==> src/rtl/and5_reduce_seq_if.sv <==
// rtl/and5_reduce_seq_if.sv - operand/result stream bundle for the 5-bit AND-reduce sequencer
interface and5_reduce_seq_if #(
    parameter int CNT_W = 4
);
    logic             start;
    logic [CNT_W-1:0] count;
    logic [4:0]       din;
    logic             din_valid;
    logic             din_ready;
    logic [4:0]       result;
    logic             done;
    logic             busy;

    modport master (
        output start, count, din, din_valid,
        input  din_ready, result, done, busy
    );

    modport slave (
        input  start, count, din, din_valid,
        output din_ready, result, done, busy
    );
endinterface

==> src/rtl/and5_reduce_seq.sv <==
// rtl/and5_reduce_seq.sv - frame sequencer driving a cell-based 5-bit AND stage from registered operands
module and5_stage (
    input  logic [4:0] a_i,
    input  logic [4:0] b_i,
    output logic [4:0] y_o
);
    for (genvar i = 0; i < 5; i++) begin : g_cell
        assign y_o[i] = a_i[i] & b_i[i];
    end
endmodule

module and5_reduce_seq #(
    parameter int CNT_W = 4
) (
    input  logic                 clk,
    input  logic                 rst,
    and5_reduce_seq_if.slave     bus
);
    typedef enum logic [1:0] {
        IDLE = 2'd0,
        ACC  = 2'd1,
        FIN  = 2'd2
    } state_t;

    state_t           state_q, state_d;
    logic [4:0]       acc_q, acc_d;
    logic [CNT_W-1:0] rem_q, rem_d;
    logic [4:0]       result_q, result_d;
    logic             done_q, done_d;
    logic [4:0]       stage_y;

    // Stage output feeds acc_d directly; nothing else sits on that path.
    and5_stage u_stage (
        .a_i (acc_q),
        .b_i (bus.din),
        .y_o (stage_y)
    );

    always_ff @(posedge clk or posedge rst) begin
        if (rst) begin
            state_q  <= IDLE;
            acc_q    <= 5'b11111;
            rem_q    <= '0;
            result_q <= 5'b00000;
            done_q   <= 1'b0;
        end else begin
            state_q  <= state_d;
            acc_q    <= acc_d;
            rem_q    <= rem_d;
            result_q <= result_d;
            done_q   <= done_d;
        end
    end

    always_comb begin
        state_d  = state_q;
        acc_d    = acc_q;
        rem_d    = rem_q;
        result_d = result_q;
        done_d   = 1'b0;
        case (state_q)
            IDLE: begin
                if (bus.start) begin
                    acc_d = 5'b11111;
                    if (bus.count != '0) begin
                        rem_d   = bus.count;
                        state_d = ACC;
                    end else begin
                        state_d = FIN;
                    end
                end
            end
            ACC: begin
                if (bus.din_valid) begin
                    acc_d = stage_y;
                    rem_d = rem_q - CNT_W'(1);
                    if (rem_q == CNT_W'(1)) begin
                        state_d = FIN;
                    end
                end
            end
            FIN: begin
                result_d = acc_q;
                done_d   = 1'b1;
                state_d  = IDLE;
            end
            default: begin
                state_d = IDLE;
            end
        endcase
    end

    // Ready comes from state only so the source never sees a combinational loop.
    assign bus.din_ready = (state_q == ACC);
    assign bus.busy      = (state_q != IDLE);
    assign bus.done      = done_q;
    assign bus.result    = result_q;
endmodule

==> src/flat_wrapper.sv <==
// flat-port wrapper written by rule: the top's interface ports become plain ports
module and5_reduce_seq_flat 
#(
    parameter int CNT_W = 4
)
  (clk, rst, bus_start, bus_count, bus_din, bus_din_valid, bus_din_ready, bus_result, bus_done, bus_busy);
  and5_reduce_seq_if #(.CNT_W(CNT_W)) bus_i ();
  input  logic clk;
  input  logic rst;
  input wire logic [$bits(bus_i.start)-1:0] bus_start;
  input wire logic [$bits(bus_i.count)-1:0] bus_count;
  input wire logic [$bits(bus_i.din)-1:0] bus_din;
  input wire logic [$bits(bus_i.din_valid)-1:0] bus_din_valid;
  output wire logic [$bits(bus_i.din_ready)-1:0] bus_din_ready;
  output wire logic [$bits(bus_i.result)-1:0] bus_result;
  output wire logic [$bits(bus_i.done)-1:0] bus_done;
  output wire logic [$bits(bus_i.busy)-1:0] bus_busy;
  assign bus_i.start = bus_start;
  assign bus_i.count = bus_count;
  assign bus_i.din = bus_din;
  assign bus_i.din_valid = bus_din_valid;
  assign bus_din_ready = bus_i.din_ready;
  assign bus_result = bus_i.result;
  assign bus_done = bus_i.done;
  assign bus_busy = bus_i.busy;
  and5_reduce_seq #(.CNT_W(CNT_W)) u_core (.clk(clk), .rst(rst), .bus(bus_i));
endmodule
==> config.mk <==
export PLATFORM = sky130hd
export DESIGN_NAME = and5_reduce_seq_flat
export DESIGN_NICKNAME = d
export VERILOG_FILES = /design/src/rtl/and5_reduce_seq_if.sv /design/src/rtl/and5_reduce_seq.sv /design/src/flat_wrapper.sv
export SDC_FILE = /design/constraint.sdc
export NUM_CORES = 1
export LEC_CHECK = 0
export BUFFER_PORTS_ARGS = -buffer_cell sky130_fd_sc_hd__buf_2
export CAP_MARGIN = 20
export CORE_MARGIN = 2
export CORE_UTILIZATION = 40
export CTS_BUF_LIST = sky130_fd_sc_hd__clkbuf_4
export CTS_CLUSTER_SIZE = 12
export DETAILED_ROUTE_END_ITERATION = 10
export SYNTH_ARGS = -nofsm -noshare
export SYNTH_HDL_FRONTEND = slang
export SYNTH_SLANG_ARGS = --single-unit
==> constraint.sdc <==
create_clock -name clk -period 2.2 [get_ports clk]
set_input_delay 0.33 -clock clk [delete_from_list [all_inputs] [get_ports clk]]
set_output_delay 0.33 -clock clk [all_outputs]
set_load 0.005 [all_outputs]
# Yosys cells after proc, flatten, opt, wreduce, memory -nomap -nowiden
# Cells that the tools add are included.
# totals
mem_count	0
word_cells	38
regBits	17
romBits	0
ramBits	0
output_inout_bits	8
inputBits	13
latch_bits	0
# classes
div	0
n_addsub	1
n_reduce_logical	7
muxes	13
n_eq_ne	7
magnitude_cmp	0
bitwise_logic	5
n_mul	0
n_shift	0
# ops
cell	n
$mux W4	3
$mux W5	2
$pmux W5 S2	1
$mux W2	4
$pmux W4 S2	1
$reduce_and A3 Y1	2
$and A1 B1 Y1	5
$eq A4 B1 Y1 const B	1
$ne A2 B1 Y1 const B	2
$ne A2 B2 Y1 const B	2
$pmux W2 S2	1
$reduce_and A4 Y1	1
$reduce_bool A2 Y1	2
$reduce_bool A4 Y1	1
$sub A4 B1 Y4 const B	1
$eq A2 B1 Y1 const B	1
$eq A2 B2 Y1 const B	1
$logic_not A2 Y1	1
$mux W1	1

# Logic depth before layout (Yosys ltp)
# Gate-level depths: netlist of the first run.
# logic_depth
depth_word	4
depth_mapped	6
ltp_nobuf	5

# By module
# From an unflattened synthesis of the first run, not the netlist that was laid out.
# hier_totals
cells_unflattened	73
area_unflattened_um2	854.6
# modules_own_cells
mod	area_each_um2	instances	seq_area_each_um2	cells_per_inst
and5_reduce_seq	823.3	1	431.7	68
and5_stage	31.3	1	0.0	5

# Worst setup path after synthesis of the first run
# Ideal clock, no wire load.
# synth_timing
path_kind	reg2reg
startpoint	register u_core.state_q[0]
endpoint	register u_core.rem_q[2]
stages_incl_launch_ff	6
t_required_ns	2.123
slack_ns	0.957
path_buffers	1
setup_time_ns	0.077
synth_period_minus_slack_ns	1.243
arrival_ns	1.166
cell_sequence	dfrtp_1 > buf_4 > mux2i_1 > a211oi_4 > a21oi_1 > a21oi_1
# synth_between
elab_chain_len	3
elab_cells_between_ends	8
cone_classes	4 x eq/ne; 1 x mux; 3 x reduce/logical
# synth_rtl
element	line_no	rtl
start, declared	and5_reduce_seq.sv:25	state_t state_q, state_d;
start signal, assigned	and5_reduce_seq.sv:47	state_q <= state_d;
$eq A2 B1 Y1 or $logic_not A2 Y1 (tied branches)	and5_reduce_seq.sv:61	case (state_q)
$ne A2 B2 Y1 (no line), or another cell as far along	n/a	
$reduce_and A4 Y1 (no line)	n/a	
end signal, assigned	and5_reduce_seq.sv:49	rem_q <= rem_d;
end, declared	and5_reduce_seq.sv:27	logic [CNT_W-1:0] rem_q, rem_d;
# Several ways; a longest one is shown, not always the timed one.
# A chain may end at the register's enable or synchronous reset.

# Worst setup path in the final report of the first run
# layout_timing
startpoint	register u_core.state_q[0]
endpoint	output bus_din_ready
# layout_between
elab_chain_len	1
# layout_rtl
element	line_no	rtl
$eq A2 B1 Y1	and5_reduce_seq.sv:94	assign bus.din_ready = (state_q == ACC);
end, declared	flat_wrapper.sv:14	output wire logic [$bits(bus_i.din_ready)-1:0] bus_din_ready;
# No other way between the ends.

==> results.toml, run 1 <==
[setup_path]
critPathSlowestCell = "sky130_fd_sc_hd__dfrtp_1"
sequence_of_cells_on_the_critical_path = "nor2b_1, buf_4, buf_2"
arrival_ps = 1240
cp_max_fanout = 12
cp.required_ps = 1870
cp-end-kind = "output port"
setup.worst_path.start_class = "flop"
slowest_stage_delay_cp_ps = 480
setup.worst_path.class = "flop to output port"

[die]
floorplan.initialDensity_pct = 41.7
ioPinCount = 21
core_region_area_mm2 = 0.00194
die_h_um = 49.0
floorplan.rows = 16
die_area_mm2 = 0.00240
dieWidth_um = 49.0

[routing]
routed_wirelength_um = 1510
detailroute.via_count = 589
drcViolationCount = 0
initialDrtViolationCount = 14
detailedRoute.firstPassIterationCount = 4
wl_per_cell_um = 12.1
avgViaCountPerCell = 4.75
final_antenna_net_count = 0

[logic_synthesis]
yosysUniqueCellTypes = 24
synth-seq-cells = 17
synth.avg_cell_area_um2 = 10.8
yosys_warn_count = 0
post_synth_inst_count = 75
ys_dominant_reg_cell = "sky130_fd_sc_hd__dfrtp_1"
synth_nets = 90
edff_count_synth = 0
synth.yosys.seq_area_share_pct = 53.3
share_of_synthesized_registers_carrying_an_async_set_or_reset_pct = 100
synth.cell_area_um2 = 810

[cts]
cts.root.buffer_cell = "sky130_fd_sc_hd__clkbuf_4"
post_cts_resized = 0
cts.clk_slew.worst_paths_ps = 110
htree_num_levels = 1
clock-sinks = 17
clk_latency_ps = 290
cts_buffers = 3
clockBufferDepth = 2
cts_tree = "yes"
post_cts_hold_buffer_count = 0
cts_setup_buffers = 0

[sta]
rsz0062_at_grt = "false"
slew_violations = 0
final.min_clock_period_ps = 1570
totalNegativeSetupSlack_ps = 0
max_slew_margin_pct = 58.1
setup_viol = 0
final_min_period_over_clock_period_pct = 71.6
fin_skew_ps = 8.56
timing_worst_slew_pin_value_ps = 628
postLayoutSetupSlackWorst_ps = 626
max_freq_ghz = 0.635
finalHoldViolations = 0

[final_layout]
drive_above_1_share_pct = 39.2
n_antenna_cell = 0
utilization_pct = 49.5
non_filler_cells_in_the_finished_layout = 124
area.growth.synth_to_final_pct = 18.7
layout.nets = 113

[pwr]
power_leakage_nw = 0.470
power.density_cell_area_mw_per_mm2 = 1330
design_power_total_mw = 1.28
ir_drop_mv = 0.527

[job]
max_cap_viol_count = 0

[placed_design]
place_ws_ps = 758
half_perimeter_wire_length_of_the_detailed_placement_result_um = 1110
place.port_buffers = 20
gpl.final_weighted_congestion = 0.718
dp_cells = 120

[grt]
grt_pass1_vias = 618
antenna_found_initial = 0
grt_util_all_layers_pct = 15.6
first_pass_grt_wire_length_um = 2810
globalRoute.totalOverflow = 0
grt_start_max_net_pins = 18

[run_status]
status = "completed"

[hold_path]
worst_hold_path_type = "input port to asynchronous set/reset pin"
[through the flow]
stage / hold slack (ps) / area [µm²]
3_3_place_gp: 450 / 933
5_1_grt: 182 / 961
3_5_place_dp: 448 / 933
6_report: 104 / 961
4_1_cts: 134 / 961
2_1_floorplan: 252 / 810
[critical path: cells and delay by family, from the launching register on]
kind	cells	cell delay, ps
AND/OR/NAND/NOR	1	180
flip-flops	1	480
buffers and inverters	2	310
[state kept, by name, summed over array words and instances, names as in the netlist]
signal and cells:
u_core.rem_q 4, u_core.bus.done 1, u_core.state_q 2, u_core.acc_q 5, u_core.bus.result 5
[kinds of logic (layout without fill, tap and decap cells)]
kind of cell / after synthesis / after routing / synth area share, %
simple gates: 23 / 23 / 15.8
compound gates: 18 / 18 / 14.7
flops: 17 / 17 / 53.3
buf+inv: 9 / 31 / 4.95
mux: 6 / 6 / 8.19
fa+ha+maj: 2 / 2 / 3.09
[final timing paths]
| path | from | endpoint | slack, ps | cells past startpoint |
|---|---|---|---|---|
| setup / recovery | u_core.state_q[0] | bus_din_ready | 630 | 3 |
| hold / removal | rst | u_core.bus.result[2] | 100 | 2 |
| setup reg to reg | u_core.state_q[1] | u_core.bus.result[1] | 790 | 2 |
| hold reg to reg | u_core.acc_q[1] | u_core.acc_q[1] | 490 | 2 |
| max in group asynchronous | rst | u_core.state_q[1] | 1690 | 2 |
| min in group clk | bus_din_valid | u_core.state_q[0] | 290 | 2 |
[Yosys cell counts, types with 2 or more instances]
cell                       number  area (µm²)
sky130_fd_sc_hd__dfrtp_1       12         300
sky130_fd_sc_hd__nand2_1        9        33.8
sky130_fd_sc_hd__o21ai_0        7        35.0
sky130_fd_sc_hd__inv_1          6        22.5
sky130_fd_sc_hd__dfstp_2        5         131
sky130_fd_sc_hd__mux2_2         5        56.3
sky130_fd_sc_hd__a21oi_1        4        20.0
sky130_fd_sc_hd__nor2_1         3        11.3
sky130_fd_sc_hd__o211ai_1       3        22.5
sky130_fd_sc_hd__buf_2          2        10.0
sky130_fd_sc_hd__ha_1           2        25.0
sky130_fd_sc_hd__nand3_1        2        10.0
sky130_fd_sc_hd__nor2b_1        2        12.5
sky130_fd_sc_hd__o22ai_1        2        12.5
sky130_fd_sc_hd__or2_1          2        12.5
[cell type report]
type	count	area (µm²)
flip-flops and latches	17	432
clock buffers	3	22.5
multi-input cells	49	338
fillers	201	981
repair buffers	21	108
well taps	27	33.8
inverters	6	22.5
clock inverters	1	5.00
[per-layer routing]
metal / track usage (%) / routed length (µm) / vias to the layer above
met5: 0 / 0 / -
met4: 5.71 / 0 / 0
met3: 1.84 / 83 / 0
met2: 27.2 / 760 / 18
met1: 19.8 / 662 / 272
li1: - / - / 299
[cell usage in the layout, fill, tap and decap left out, types with 2 or more instances in the layout]
cell type and n:
sky130_fd_sc_hd__a21oi_1 4, sky130_fd_sc_hd__mux2_2 5, sky130_fd_sc_hd__nor2_1 3, sky130_fd_sc_hd__o22ai_1 2, sky130_fd_sc_hd__clkbuf_4 3, sky130_fd_sc_hd__buf_2 20
sky130_fd_sc_hd__o21ai_0 7, sky130_fd_sc_hd__o211ai_1 3, sky130_fd_sc_hd__dfstp_2 5, sky130_fd_sc_hd__nand2_1 9, sky130_fd_sc_hd__dfrtp_1 12, sky130_fd_sc_hd__inv_1 6
sky130_fd_sc_hd__or2_1 2, sky130_fd_sc_hd__ha_1 2, sky130_fd_sc_hd__nand3_1 2, sky130_fd_sc_hd__nor2b_1 2
[report_power, final]
part	internal (mW)	switching, mW	total (mW)
clock network	0.0674	0.0989	0.166
registers	0.489	0.100	0.589
logic	0.255	0.272	0.527
(Power assumes the default switching activity.)
==> run 2: changes to the inputs <==
--- a/config.mk
+++ b/config.mk
@@ -12,6 +12,7 @@
 export CTS_BUF_LIST = sky130_fd_sc_hd__clkbuf_4
 export CTS_CLUSTER_SIZE = 12
 export DETAILED_ROUTE_END_ITERATION = 10
+export PLACE_DENSITY = 0.66
 export SYNTH_ARGS = -nofsm -noshare
 export SYNTH_HDL_FRONTEND = slang
 export SYNTH_SLANG_ARGS = --single-unit
==> constraint.sdc (replaced) <==
create_clock -name clk -period 1.39 [get_ports clk]
set_input_delay 0.2085 -clock clk [delete_from_list [all_inputs] [get_ports clk]]
set_output_delay 0.2085 -clock clk [all_outputs]
set_load 0.005 [all_outputs]
==> run 2 against run 1 <==
- setup slack worse by 570 ps
- design area up 8.9%
- final cell count up 8.1%
- clock skew down 3.6 ps
- sequential power up 56%
- combinational power up 100%
- largest power group is now combinational cells
==> results.toml, run 2 (synthesis gave the netlist of run 1 again) <==
[setup_path]
cp.required_ps = 1180
timing.rr.start = "u_core.state_q[0]"
arrival_ps = 1130
cp-end-kind = "output port"
cp_max_fanout = 7
slowest_stage_delay_cp_ps = 440
r2r_cells = 5
critPathSlowestCell = "sky130_fd_sc_hd__dfrtp_2"
buffer_and_inverter_count_on_the_worst_path = 2
crit_family = "flip-flops"
setup.worst_path.class = "flop to output port"
regToRegSetupSlack_ps = 90
setup.worst_path.start_class = "flop"
sequence_of_cells_on_the_critical_path = "nor2b_1, buf_4, buf_2"
crit-reg2reg-capture = "u_core.rem_q[1]"

[die]
dieWidth_um = 49.0
ioPinCount = 21
die_h_um = 49.0
floorplan.rows = 16
die_area_mm2 = 0.00240
core_region_area_mm2 = 0.00194
floorplan.initialDensity_pct = 41.7

[grt]
grt_start_max_net_pins = 18
global_route.usage.met3_pct = 5.21
antenna_found_initial = 0
globalRouteMet2Util_pct = 24.9
grt_util_all_layers_pct = 14.7
busiest_layer = "met2"
grt.met1_usage_pct = 17.1
grt_pass1_vias = 665
globalRoute.totalOverflow = 0
first_pass_grt_wire_length_um = 2730

[hold_path]
hold-path-cell-count = 3
hold_path_startpoint = "bus_din[0]"
worstHoldEndpoint = "u_core.acc_q[0]"
worst_hold_path_type = "input port to flop"

[final_layout]
n_antenna_cell = 0
drive_above_1_share_pct = 45.8
layout.nets = 123
final_cell_mix = "sky130_fd_sc_hd__buf_2 (20), sky130_fd_sc_hd__buf_4 (10), sky130_fd_sc_hd__dfrtp_1 (10)"
seqCellArea_um2 = 434
non_filler_cells_in_the_finished_layout = 134
area.growth.synth_to_final_pct = 29.2
final_common_cell = "sky130_fd_sc_hd__buf_2"
multi_input_comb_area_um2 = 340
filler_instances = 189

[sta]
slew_violations = 0
max_slew_margin_pct = 76.2
setup_viol = 0
totalNegativeSetupSlack_ps = 0
fin_skew_ps = 4.95
finalHoldViolations = 0
postLayoutSetupSlackWorst_ps = 54.3
timing_worst_slew_pin_value_ps = 354
rsz0062_at_grt = "false"
max_freq_ghz = 0.749
final_min_period_over_clock_period_pct = 96.1
final.min_clock_period_ps = 1340

[cts]
cts_buffers = 3
cts_tree = "yes"
clock-sinks = 17
cts.root.buffer_cell = "sky130_fd_sc_hd__clkbuf_4"
cts.clk_slew.worst_paths_ps = 90
clk_latency_ps = 280
clockBufferDepth = 2
htree_num_levels = 1

[routing]
detailroute.via_count = 651
detailedRoute.firstPassIterationCount = 4
drcViolationCount = 0
routed_wirelength_um = 1580
final_antenna_net_count = 0
initialDrtViolationCount = 8
wl_per_cell_um = 11.8
avgViaCountPerCell = 4.86

[pwr]
ir_drop_mv = 1.08
power.density_cell_area_mw_per_mm2 = 2160
design_power_total_mw = 2.26
power_leakage_nw = 0.518

[placed_design]
dp_cells = 122
place_ws_ps = 35.0
half_perimeter_wire_length_of_the_detailed_placement_result_um = 1100
place.port_buffers = 20
gpl.final_weighted_congestion = 0.785

[job]
max_cap_viol_count = 0

[run_status]
status = "completed"
[run 2: tightest hold or removal path: stages]
cell and delay (ps):
sky130_fd_sc_hd__buf_2 70, sky130_fd_sc_hd__o21ai_0 70, sky130_fd_sc_hd__nand2_1 70
[run 2: worst max-delay path by stage]
stage                       from              end  slack (ps)  cells past startpoint
4_1_cts        u_core.state_q[1]         bus_busy          30                      2
6_report       u_core.state_q[0]    bus_din_ready          50                      3
3_3_place_gp   u_core.state_q[0]  u_core.rem_q[2]          90                      4
2_1_floorplan  u_core.state_q[0]  u_core.rem_q[2]         150                      5
5_1_grt        u_core.state_q[0]    bus_din_ready         0.1                      3
3_5_place_dp   u_core.state_q[0]  u_core.rem_q[2]          40                      4
[run 2: cell type report]
class / instances / share of cell area [%]
clock buffer: 4 / 2.87
inverter: 6 / 2.15
multi-input combinational: 49 / 32.5
sequential: 17 / 41.5
tap: 27 / 3.23
timing repair buffer: 31 / 17.7
[run 2: timing repair]
item / CTS / global route
hold endpoints to repair: 12 / 0
setup buffers: 2 / 5
pin swaps: 0 / 1
hold buffers: 1 / 0
setup endpoints to repair: 2 / 5
gates resized for setup: 2 / 1
[run 2: routing by layer]
| metal | vias to the layer above | wire (µm) |
|---|---|---|
| met5 | - | 0 |
| met2 | 14 | 768 |
| met3 | 0 | 67 |
| met1 | 320 | 742 |
| li1 | 317 | - |
| met4 | 0 | 0 |
[run 2: power breakdown]
group	internal (mW)	switching [mW]	total, mW
combinational	0.565	0.500	1.06
clock	0.131	0.143	0.273
sequential	0.779	0.142	0.921
[run 2: per-stage QoR]
step / utilization (%) / hold slack [ps] / cell area (µm²)
after floorplan: - / 131 / 810
after global placement: 48.8 / 226 / 948
after detailed placement: 48.8 / 228 / 948
after CTS: 51.8 / 136 / 1010
after global routing: 53.9 / 153 / 1050
final: 53.9 / 164 / 1050
